--- src/rtl/frame_bank_pkg.sv ---
// Shared definitions for the frame bank scheduler.
//   - wr_state_e      : write-side FSM state encoding
//   - DefaultNumBanks : default number of frame buffer banks
//   - BankW           : width of a bank index
//   - bank_inc()      : modulo-N bank increment
package frame_bank_pkg;

  localparam int unsigned DefaultNumBanks = 4;
  localparam int unsigned BankW           = 2;

  typedef enum logic [1:0] {
    StIdle,
    StReq,
    StWrite
  } wr_state_e;

  // (bank + 1) mod num_banks
  function automatic logic [BankW-1:0] bank_inc(input logic [BankW-1:0] bank,
                                                input int unsigned      num_banks);
    if (32'(bank) + 32'd1 >= num_banks) begin
      return '0;
    end
    return BankW'(32'(bank) + 32'd1);
  endfunction

endpackage

--- src/rtl/vsync_edge_sync.sv ---
// Synchronizes an asynchronous vsync into the pclk domain and flags its rising edge.
// Ports:
//   pclk     - clock
//   rst_n    - asynchronous active-low reset
//   async_in - raw vsync from the camera
//   rise     - one-cycle flag: last sync stage is 1 and the edge flop is still 0
module vsync_edge_sync #(
  parameter int unsigned SYNC_STAGES = 2
) (
  input  logic pclk,
  input  logic rst_n,
  input  logic async_in,
  output logic rise
);

  logic [SYNC_STAGES-1:0] sync_q;
  logic                   edge_q;

  always_ff @(posedge pclk or negedge rst_n) begin
    if (!rst_n) begin
      sync_q <= '0;
      edge_q <= 1'b0;
    end else begin
      sync_q[0] <= async_in;
      for (int i = 1; i < int'(SYNC_STAGES); i++) begin
        sync_q[i] <= sync_q[i-1];
      end
      edge_q <= sync_q[SYNC_STAGES-1];
    end
  end

  assign rise = sync_q[SYNC_STAGES-1] & ~edge_q;

endmodule

--- src/rtl/frame_bank_scheduler.sv ---
// Frame buffer bank scheduler: hands the camera write engine a free bank on every vsync,
// publishes completed frames, and lets the display latch the latest completed bank.
// Ports:
//   pclk, rst_n    - clock, asynchronous active-low reset
//   wr_vsync       - raw camera vsync (asynchronous)
//   write_req      - start request to the write engine, held until write_req_ack
//   write_req_ack  - acknowledge pulse from the write engine
//   write_bank     - bank the write engine fills
//   wr_frame_done  - write engine finished the current frame (pulse)
//   rd_frame_start - display frame start (pulse)
//   read_bank      - bank the display reads
//   read_valid     - read_bank holds a completed frame
//   frame_drop     - one-cycle pulse when an in-progress frame is abandoned
module frame_bank_scheduler
  import frame_bank_pkg::*;
#(
  parameter int unsigned NUM_BANKS   = DefaultNumBanks,
  parameter int unsigned SYNC_STAGES = 2
) (
  input  logic             pclk,
  input  logic             rst_n,
  input  logic             wr_vsync,
  output logic             write_req,
  input  logic             write_req_ack,
  output logic [BankW-1:0] write_bank,
  input  logic             wr_frame_done,
  input  logic             rd_frame_start,
  output logic [BankW-1:0] read_bank,
  output logic             read_valid,
  output logic             frame_drop
);

  wr_state_e        state_q, state_d;
  logic             write_req_q, write_req_d;
  logic [BankW-1:0] write_bank_q, write_bank_d;
  logic [BankW-1:0] read_bank_q, read_bank_d;
  logic             read_valid_q, read_valid_d;
  logic [BankW-1:0] latest_bank_q, latest_bank_d;
  logic             latest_valid_q, latest_valid_d;
  logic             frame_drop_q, frame_drop_d;
  logic             vsync_rise;
  logic             done_in_write;
  logic             enter_req;

  vsync_edge_sync #(
    .SYNC_STAGES(SYNC_STAGES)
  ) u_vsync_edge_sync (
    .pclk    (pclk),
    .rst_n   (rst_n),
    .async_in(wr_vsync),
    .rise    (vsync_rise)
  );

  // Next candidate after cur, skipping at most twice over banks the display holds or
  // that hold the latest completed frame.
  function automatic logic [BankW-1:0] select_bank(input logic [BankW-1:0] cur,
                                                   input logic [BankW-1:0] rb,
                                                   input logic             rv,
                                                   input logic [BankW-1:0] lb,
                                                   input logic             lv);
    logic [BankW-1:0] cand;
    cand = bank_inc(cur, NUM_BANKS);
    for (int i = 0; i < 2; i++) begin
      if ((rv && cand == rb) || (lv && cand == lb)) begin
        cand = bank_inc(cand, NUM_BANKS);
      end
    end
    return cand;
  endfunction

  assign done_in_write = wr_frame_done && (state_q == StWrite);

  always_comb begin
    state_d        = state_q;
    write_req_d    = write_req_q;
    write_bank_d   = write_bank_q;
    read_bank_d    = read_bank_q;
    read_valid_d   = read_valid_q;
    latest_bank_d  = latest_bank_q;
    latest_valid_d = latest_valid_q;
    frame_drop_d   = 1'b0;
    enter_req      = 1'b0;

    if (done_in_write) begin
      latest_bank_d  = write_bank_q;
      latest_valid_d = 1'b1;
    end

    // Using latest_*_d gives the same-cycle bypass of a just-completed frame.
    if (rd_frame_start && latest_valid_d) begin
      read_bank_d  = latest_bank_d;
      read_valid_d = 1'b1;
    end

    unique case (state_q)
      StIdle: begin
        if (vsync_rise) enter_req = 1'b1;
      end
      StReq: begin
        // A new vsync while still waiting: the frame is lost, request stays as is.
        if (vsync_rise) begin
          frame_drop_d = 1'b1;
        end else if (write_req_ack) begin
          state_d     = StWrite;
          write_req_d = 1'b0;
        end
      end
      StWrite: begin
        if (done_in_write) begin
          if (vsync_rise) enter_req = 1'b1;
          else            state_d   = StIdle;
        end else if (vsync_rise) begin
          frame_drop_d = 1'b1;
          enter_req    = 1'b1;
        end
      end
      default: state_d = StIdle;
    endcase

    // Selection sees this cycle's publish/read updates so the new write bank never
    // collides with what the display may latch next.
    if (enter_req) begin
      state_d      = StReq;
      write_req_d  = 1'b1;
      write_bank_d = select_bank(write_bank_q, read_bank_d, read_valid_d,
                                 latest_bank_d, latest_valid_d);
    end
  end

  always_ff @(posedge pclk or negedge rst_n) begin
    if (!rst_n) begin
      state_q        <= StIdle;
      write_req_q    <= 1'b0;
      write_bank_q   <= '0;
      read_bank_q    <= '0;
      read_valid_q   <= 1'b0;
      latest_bank_q  <= '0;
      latest_valid_q <= 1'b0;
      frame_drop_q   <= 1'b0;
    end else begin
      state_q        <= state_d;
      write_req_q    <= write_req_d;
      write_bank_q   <= write_bank_d;
      read_bank_q    <= read_bank_d;
      read_valid_q   <= read_valid_d;
      latest_bank_q  <= latest_bank_d;
      latest_valid_q <= latest_valid_d;
      frame_drop_q   <= frame_drop_d;
    end
  end

  assign write_req  = write_req_q;
  assign write_bank = write_bank_q;
  assign read_bank  = read_bank_q;
  assign read_valid = read_valid_q;
  assign frame_drop = frame_drop_q;

endmodule

--- config.mk ---
export PLATFORM = sky130hd
export DESIGN_NAME = frame_bank_scheduler
export DESIGN_NICKNAME = d
export VERILOG_FILES = /design/src/rtl/frame_bank_pkg.sv /design/src/rtl/vsync_edge_sync.sv /design/src/rtl/frame_bank_scheduler.sv
export SDC_FILE = /design/constraint.sdc
export NUM_CORES = 1
export LEC_CHECK = 0
export ABC_AREA = 1
export BUFFER_PORTS_ARGS = -buffer_cell sky130_fd_sc_hd__buf_2
export CAP_MARGIN = 10
export CORE_ASPECT_RATIO = 0.6
export CORE_MARGIN = 1
export CORE_UTILIZATION = 43
export CTS_CLUSTER_SIZE = 12
export DETAILED_ROUTE_END_ITERATION = 8
export PLACE_DENSITY_LB_ADDON = 0.1
export SETUP_SLACK_MARGIN = 0.5
export SKIP_CTS_REPAIR_TIMING = 1
export SLEW_MARGIN = 5
export SYNTH_ARGS = -nofsm -noshare
export SYNTH_HDL_FRONTEND = slang
export SYNTH_SLANG_ARGS = --single-unit
--- constraint.sdc ---
create_clock -name pclk -period 4.1 [get_ports pclk]
set_input_delay 0.41 -clock pclk [delete_from_list [all_inputs] [get_ports pclk]]
set_output_delay 0.41 -clock pclk [all_outputs]
set_load 0.01 [all_outputs]
# --- Word level (Yosys, flattened, before mapping) ---
# Cells that the tools add are included.
# Widths: inputs -> output; s select.
word_totals:
  register_bits: 15
  inputBits: 6
  output_inout_bits: 7
op_classes:
  n_addsub: 3
  order_cmp: 3
  n_eq_ne: 12
  mux: 36
  n_bitwise: 2
  reduce_logical: 14
ops:
  columns: ["op", "n"]
  rows:
  - ["$ge 32x3->1 const B", 3]
  - ["$mux 2", 17]
  - ["$mux 1", 17]
  - ["$ne 3x3->1 const B", 4]
  - ["$add 2x1->3 const B", 3]
  - ["$eq 2x2->1", 4]
  - ["$logic_and 1x1->1", 6]
  - ["$pmux 2 s3", 1]
  - ["$reduce_and 5->1", 1]
  - ["$ne 2x2->1 const B", 2]
  - ["$reduce_bool 2->1", 2]
  - ["$reduce_and 3->1", 1]
  - ["$eq 2x1->1 const B", 1]
  - ["$eq 2x2->1 const B", 1]
  - ["$logic_not 2->1", 1]
  - ["$logic_or 1x1->1", 2]
  - ["$pmux 1 s2", 1]
  - ["$reduce_or 2->1", 1]
  - ["$and 1x1->1", 1]
  - ["$not 1->1", 1]

# --- Logic depth before layout (Yosys ltp) ---
# Gate-level depths: netlist (run 1).
depth:
  depth_word: 22
  mapped_depth: 19
  mapped_depth_nobuf: 19

# --- Modules after synthesis ---
# Synthesis (run 1) repeated with hierarchy kept, for this count alone.
hier_totals:
  hier_cells: 122
  area_unflattened_um2: 983.4
modules_own_cells:
  columns: ["module", "n_inst", "cells_each", "area_per_inst_um2", "seq_area_each_um2"]
  rows:
  - ["frame_bank_scheduler", 1, 117, 898.4, 300.3]
  - ["vsync_edge_sync", 1, 5, 85.1, 75.1]

# --- Worst setup path after synthesis (run 1) ---
# OpenSTA, ideal clock, no wires.
synth_path:
  path_kind: "register -> register"
  startpoint: "reg state_q[0]"
  endpoint: "reg write_bank_q[0] (netlist: write_bank[0])"
  arrival_time_ns: 1.890
  t_required_ns: 3.982
  path_slack_ns: 2.092
  path_stages_with_launch: 18
  n_path_buf: 0
  synth_period_minus_slack_ns: 2.008
  cell_sequence: "dfrtp_1 inv_1 ha_1 nand2_4 a21oi_4 nand2_2 nand2_2 nand2_2 nand2_2 nand3_4 nand2_4 a21oi_1 nor2_1 nand2_2 nand2_2 nand2_1 nand3_1 nand2_1"
synth_between:
  elab_chain_cells: 17
synth_lines:
  columns: ["element", "line", "rtl"]
  rows:
  - ["start: declaration", "frame_bank_scheduler.sv:33", "wr_state_e state_q, state_d;"]
  - ["start signal: assignment", "frame_bank_scheduler.sv:132", "state_q <= StIdle;"]
  - ["start signal: assignment", "frame_bank_scheduler.sv:141", "state_q <= state_d;"]
  - ["$eq 2x2->1", "frame_bank_scheduler.sv:71, frame_bank_scheduler.sv:95", null]
  - ["$logic_and 1x1->1", "frame_bank_scheduler.sv:71", "assign done_in_write = wr_frame_done && (state_q == StWrite);"]
  - ["$mux 1", "frame_bank_scheduler.sv:84", "if (done_in_write) begin"]
  - ["$logic_and 1x1->1", "frame_bank_scheduler.sv:90", "if (rd_frame_start && latest_valid_d) begin"]
  - ["$mux 2", "frame_bank_scheduler.sv:90", null]
  - ["$eq 2x2->1", "frame_bank_scheduler.sv:64", "if ((rv && cand == rb) || (lv && cand == lb)) begin"]
  - ["$logic_and 1x1->1", "frame_bank_scheduler.sv:64", null]
  - ["$logic_or 1x1->1", "frame_bank_scheduler.sv:64", null]
  - ["$mux 2", "frame_bank_scheduler.sv:64", null]
  - ["$mux 2", "frame_bank_scheduler.sv:122", "if (enter_req) begin"]
  - ["$add 2x1->3", "frame_bank_pkg.sv:23", "return BankW'(32'(bank) + 32'd1);"]
  - ["$ge 32x3->1", "frame_bank_pkg.sv:20", "if (32'(bank) + 32'd1 >= num_banks) begin"]
  - ["$mux 1", "frame_bank_pkg.sv:20", null]
  - ["$mux 1", "frame_bank_scheduler.sv:64", null]
  - ["$mux 1", "frame_bank_scheduler.sv:122", null]
  - ["$mux 2", "frame_bank_pkg.sv:23", null]
  - ["$mux 2", "frame_bank_scheduler.sv:64", null]
  - ["end signal: assignment", "frame_bank_scheduler.sv:143", "write_bank_q <= write_bank_d;"]
  - ["end: declaration", "frame_bank_scheduler.sv:35", "logic [BankW-1:0] write_bank_q, write_bank_d;"]
# Several ways; a longest one is shown, not always the timed one. The select of a mux whose other input is x is not followed.
# A chain may end at the register's enable or synchronous reset.

# --- Worst setup path after layout (run 1) ---
layout_path:
  startpoint: "reg state_q[0]"
  endpoint: "reg write_bank_q[1] (netlist: write_bank[1])"
# Same word-level chain as after synthesis.

==> run metrics, run 1 <==
first-pass GRT wire length=3.20 mm; global route overflow=0; Post-Synth Adder-Cell Area=5.10%; footprint of the multi-input gates=527 sq um; pin count of the biggest net entering global routing=16; Area Overhead vs Synth=14.4%; die width=63.7 um; f_max=0.430 GHz; final hold vios=0; Rel. slew slack=67.9%; 1st-pass router iterations=4; critical path class=reg -> reg; Mapped Area=981 sq um; Total Nets Final=150; DRT iter0 DRCs=68; fraction of final layout cells sized beyond drive strength 1=30.9%; TNS Setup=0 ns; CP Data Required Time=4.25 ns; Top cell by count, worst path=nand2_2; fill count=183; initial antenna violation count=0; skew final=0.00604 ns; worst-path fanout max=7; Vias per Instance=4.69; global placer's final weighted congestion=0.792; CP endpoint kind=flop; core box area=2000 sq um; CTS tree=done; DP Wirelength=1.46 mm; Seq/Total Area, Yosys=38.3%; sequence of cells on the critical path=inv_1, ha_1, nand2_4, a21oi_4, nand2_2, nand2_2, nand2_2, nand2_2, nand3_4, nand2_4, a21oi_1, nor2_1, nand2_2, nand2_2, nand2_1, nand3_1, nand2_1; worst slew pin tran=0.476 ns; Max clock buf depth=2; register bit total from synthesis=15; Post-Syn Instances=123; setup violators final=0; clock latency on the worst-skew pair=0.25 ns; Final Max Slew Viols=0; TritonCTS Buffers=3; Routed Antenna Nets=0; largest family of logic cells by synthesized area=simple AND/OR/NAND/NOR gates; number of cell rows=12; Ys Warns=0; post-route clock period utilization=56.7%; arrival time at the worst endpoint=2.47 ns; final wirelength=1.85 mm; RSZ-0062 raised after global routing=false; syn nets=133; simple-gate area share of the yosys netlist=38.4%; unique cell type count in the Yosys netlist=20; Syn Area/Cell=7.98 sq um; Max Cap Viol=0; Reg area=375 sq um; vias in the first global route=671; CTS root buffer=clkbuf_8; Startpoint Class=flop; CTS clk-pin slew, worst paths=0.06 ns; vias post-DR=784; crit path time final=2.33 ns; drc violations=0; I/O pins=13; CTS sink count=15; DIE HEIGHT=39.0 um; Buf/Inv on CP=1; multiplexer share of the synthesized area=0%; compound-gate portion of the synthesized area=6.63%; CP delay by family, top=simple AND/OR/NAND/NOR gates; post-synthesis xor/xnor area fraction=3.57%; n_diodes=0; Worst path slowest cell=dfrtp_1; die footprint=2480 sq um; CTS H-tree depth=1; initial core utilization=49.1%; Port Buffers=12; outcome=completed; overall global routing resource usage=18.3%; max incr delay on CP=0.40 ns; Hold Crit Class=in -> async; drt wl/cell=11.1 um
cell usage after synthesis (all sizes together):
library cell / number / share of area, %
inv: 21 / 8.0
ha: 4 / 5.1
o211ai: 1 / 0.77
nand4: 1 / 0.64
or2: 1 / 0.64
dfrtp: 15 / 38
xor2: 4 / 3.6
o21ai: 4 / 2.0
nand2: 42 / 23
nor2: 7 / 3.4
a31oi: 1 / 0.64
nand3: 18 / 11
a21oi: 4 / 3.2
flip-flops by register name (all words and copies together) (netlist names):
name and count:
write_bank 2, latest_bank_q 2, write_req 1, read_valid 1, frame_drop 1, latest_valid_q 1, u_vsync_edge_sync.edge_q 1, read_bank 2
state_q 2, u_vsync_edge_sync.sync_q 2
through the flow:
stage               utilization [%]  setup slack (ns)  hold WS (ns)  instances  area, sq um
floorplan                         -              2.09         0.114        123          981
global placement               53.9              1.88         0.326        163         1080
detailed placement             53.9              1.81         0.336        163         1080
CTS                            56.2              1.79        0.0614        167         1120
global route                   56.2              1.57        0.0759        167         1120
finish                         56.2              1.77        0.0508        167         1120
metal layers:
metal	global-route usage (%)	part of all wire, %
met5	0	0
met1	25.4	55
met3	6.18	4.8
met4	6.82	1.5
met2	26.1	38
final cells by class:
class,instances,area share (%)
multi-input cells,87,46.9
clock buffers,3,3.68
well taps,28,3.12
clock inverters,1,0.446
flip-flops and latches,15,33.4
inverters,21,7.02
repair buffers,12,5.35
worst paths after layout:
| path | from | to | slack (ns) | cells after the start |
|---|---|---|---|---|
| setup / recovery | state_q[0] | write_bank[1] | 1.77 | 17 |
| hold / removal | rst_n | state_q[1] | 0.05 | 1 |
| setup reg to reg | state_q[0] | write_bank[1] | 1.77 | 17 |
| hold reg to reg | u_vsync_edge_sync.sync_q[0] | u_vsync_edge_sync.sync_q[1] | 0.37 | 0 |
| max in group asynchronous | rst_n | frame_drop | 3.79 | 1 |
| min in group pclk | wr_vsync | u_vsync_edge_sync.sync_q[0] | 0.27 | 1 |
cell usage in the layout (no fill, tap or decap):
master	n
inv_1	19
nand4_1	1
nand3_2	1
ha_1	4
a21oi_1	3
nand2_4	3
nand3_1	16
o211ai_1	1
xor2_1	4
clkinv_2	1
or2_2	1
dfrtp_1	15
inv_2	2
a31oi_1	1
a21oi_4	1
nand3_4	1
o21ai_0	4
nor2_4	1
buf_2	12
clkbuf_8	3
nor2_1	6
nand2_2	17
nand2_1	22
logic make-up (layout without fill, tap and decap cells):
kind of cell / after synthesis / count (layout)
compound gates: 10 / 10
xor+xnor: 4 / 4
fa+ha+maj: 4 / 4
buf+inv: 21 / 37
flops: 15 / 15
simple gates: 69 / 69
Power of run 1 is not shown: default switching activity piles up to over one toggle a cycle in this logic, so the estimate is an artifact.
==> run 2, diff against run 1 <==
==> constraint.sdc (replaced) <==
create_clock -name pclk -period 2.2 [get_ports pclk]
set_input_delay 0.22 -clock pclk [delete_from_list [all_inputs] [get_ports pclk]]
set_output_delay 0.22 -clock pclk [all_outputs]
set_load 0.01 [all_outputs]
==> run metrics, run 2 (same netlist as run 1, synthesis figures left out) <==
outcome=completed; number of cell rows=12; CTS sink count=15; DRT iter0 DRCs=54; critical path class=reg -> reg; CTS root buffer=clkbuf_8; Hold Path Sink=u_vsync_edge_sync.sync_q[0]; final wirelength=2.07 mm; clock latency on the worst-skew pair=0.25 ns; r2r setup slk=0.08 ns; CTS H-tree depth=1; Startpoint Class=flop; arrival time at the worst endpoint=2.27 ns; Rel. slew slack=66.9%; RSZ-0062 raised after global routing=true; CTS clk-pin slew, worst paths=0.07 ns; 1st-pass router iterations=4; CP endpoint kind=flop; Total Nets Final=154; CP Data Required Time=2.34 ns; reg2reg start=state_q[0]; vias in the first global route=751; sequence of cells on the critical path=inv_2, ha_4, nand2_8, a21oi_4, nand2_2, nand2_2, nand2_2, nand2_2, nand3_4, nand2_4, nand2_2, nand2_1, nand2_1, nand2_2, nand3_1, nand3_1, nand2_1; most common cell after layout, fill and taps aside=nand2_1; final hold vios=0; die footprint=2480 sq um; I/O pins=13; f_max=0.471 GHz; crit path time final=2.12 ns; core box area=2000 sq um; DP Wirelength=1.58 mm; Top cell by count, worst path=nand2_2; hold path depth=1; Worst R2R End=write_bank[1]; skew final=0.00106 ns; pin count of the biggest net entering global routing=16; CTS tree=done; n_diodes=0; setup violators final=0; global placer's final weighted congestion=0.827; fraction of final layout cells sized beyond drive strength 1=37.1%; worst-path fanout max=7; Routed Antenna Nets=0; worst slew pin tran=0.492 ns; overall global routing resource usage=19.2%; first-pass GRT wire length=3.44 mm; post-route clock period utilization=96.5%; max incr delay on CP=0.40 ns; Max Cap Viol=0; Finished Layout Cells=171; drt wl/cell=12.1 um; Placed Cells incl. Taps=163; vias post-DR=830; DIE HEIGHT=39.0 um; die width=63.7 um; TritonCTS Buffers=3; Vias per Instance=4.85; Max clock buf depth=2; hold_sp=wr_vsync; TNS Setup=0 ns; FF-to-FF path depth=17; drc violations=0; Area Overhead vs Synth=23.1%; Hold Crit Class=in -> reg; Final Max Slew Viols=0; Worst path slowest cell=dfrtp_1; most frequent cells in the layout=nand2_1, inv_1, nand2_2, nand3_1, dfrtp_1; initial core utilization=49.1%; initial antenna violation count=0; Port Buffers=12; global route overflow=0
[run 2: area by class of cell]
| type | count | area (sq um) |
|---|---|---|
| fillers | 178 | 790 |
| multi-input cells | 87 | 576 |
| flip-flops and latches | 15 | 377 |
| repair buffers | 16 | 92.6 |
| inverters | 21 | 78.8 |
| clock buffers | 3 | 41.3 |
| well taps | 28 | 35.0 |
| clock inverters | 1 | 7.51 |
[run 2: worst max path at each step]
stage / endpoint / startpoint
after floorplan: write_bank[0] / state_q[0]
after global placement: write_bank[0] / state_q[0]
after detailed placement: write_bank[1] / state_q[0]
after CTS: write_bank[1] / state_q[0]
after global routing: write_bank[1] / state_q[0]
final: write_bank[1] / state_q[0]
[run 2: critical path: cells and delay by family (launching register included)]
| family | cells | cell delay (ns) |
|---|---|---|
| and+or+nand+nor | 14 | 1.13 |
| AOI/OAI and AO/OA | 1 | 0.20 |
| DFF | 1 | 0.40 |
| adders and majority gates | 1 | 0.20 |
| buffers and inverters | 1 | 0.09 |
[run 2: routing by layer]
layer / vias to the layer above / global-route usage, % / part of all wire [%] / wire [um]
met5: - / 0 / 0 / 0
met4: 0 / 2.27 / 0 / 0
met1: 382 / 25.7 / 52 / 1070
li1: 425 / - / - / -
met3: 0 / 6.18 / 3.9 / 81
met2: 23 / 31.1 / 44 / 920
[run 2: through the flow]
step | hold slack (ns) | utilization (%) | worst slack [ns] | cell area (sq um)
floorplan | -0.0756 | - | 0.329 | 1010
global placement | 0.135 | 55.2 | 0.176 | 1100
detailed placement | 0.148 | 55.2 | 0.108 | 1100
CTS | -0.128 | 57.6 | 0.0854 | 1150
global route | 0.0606 | 60.5 | -0.0457 | 1210
finish | 0.0682 | 60.5 | 0.0777 | 1210
Power of run 2 is left out for the same reason.
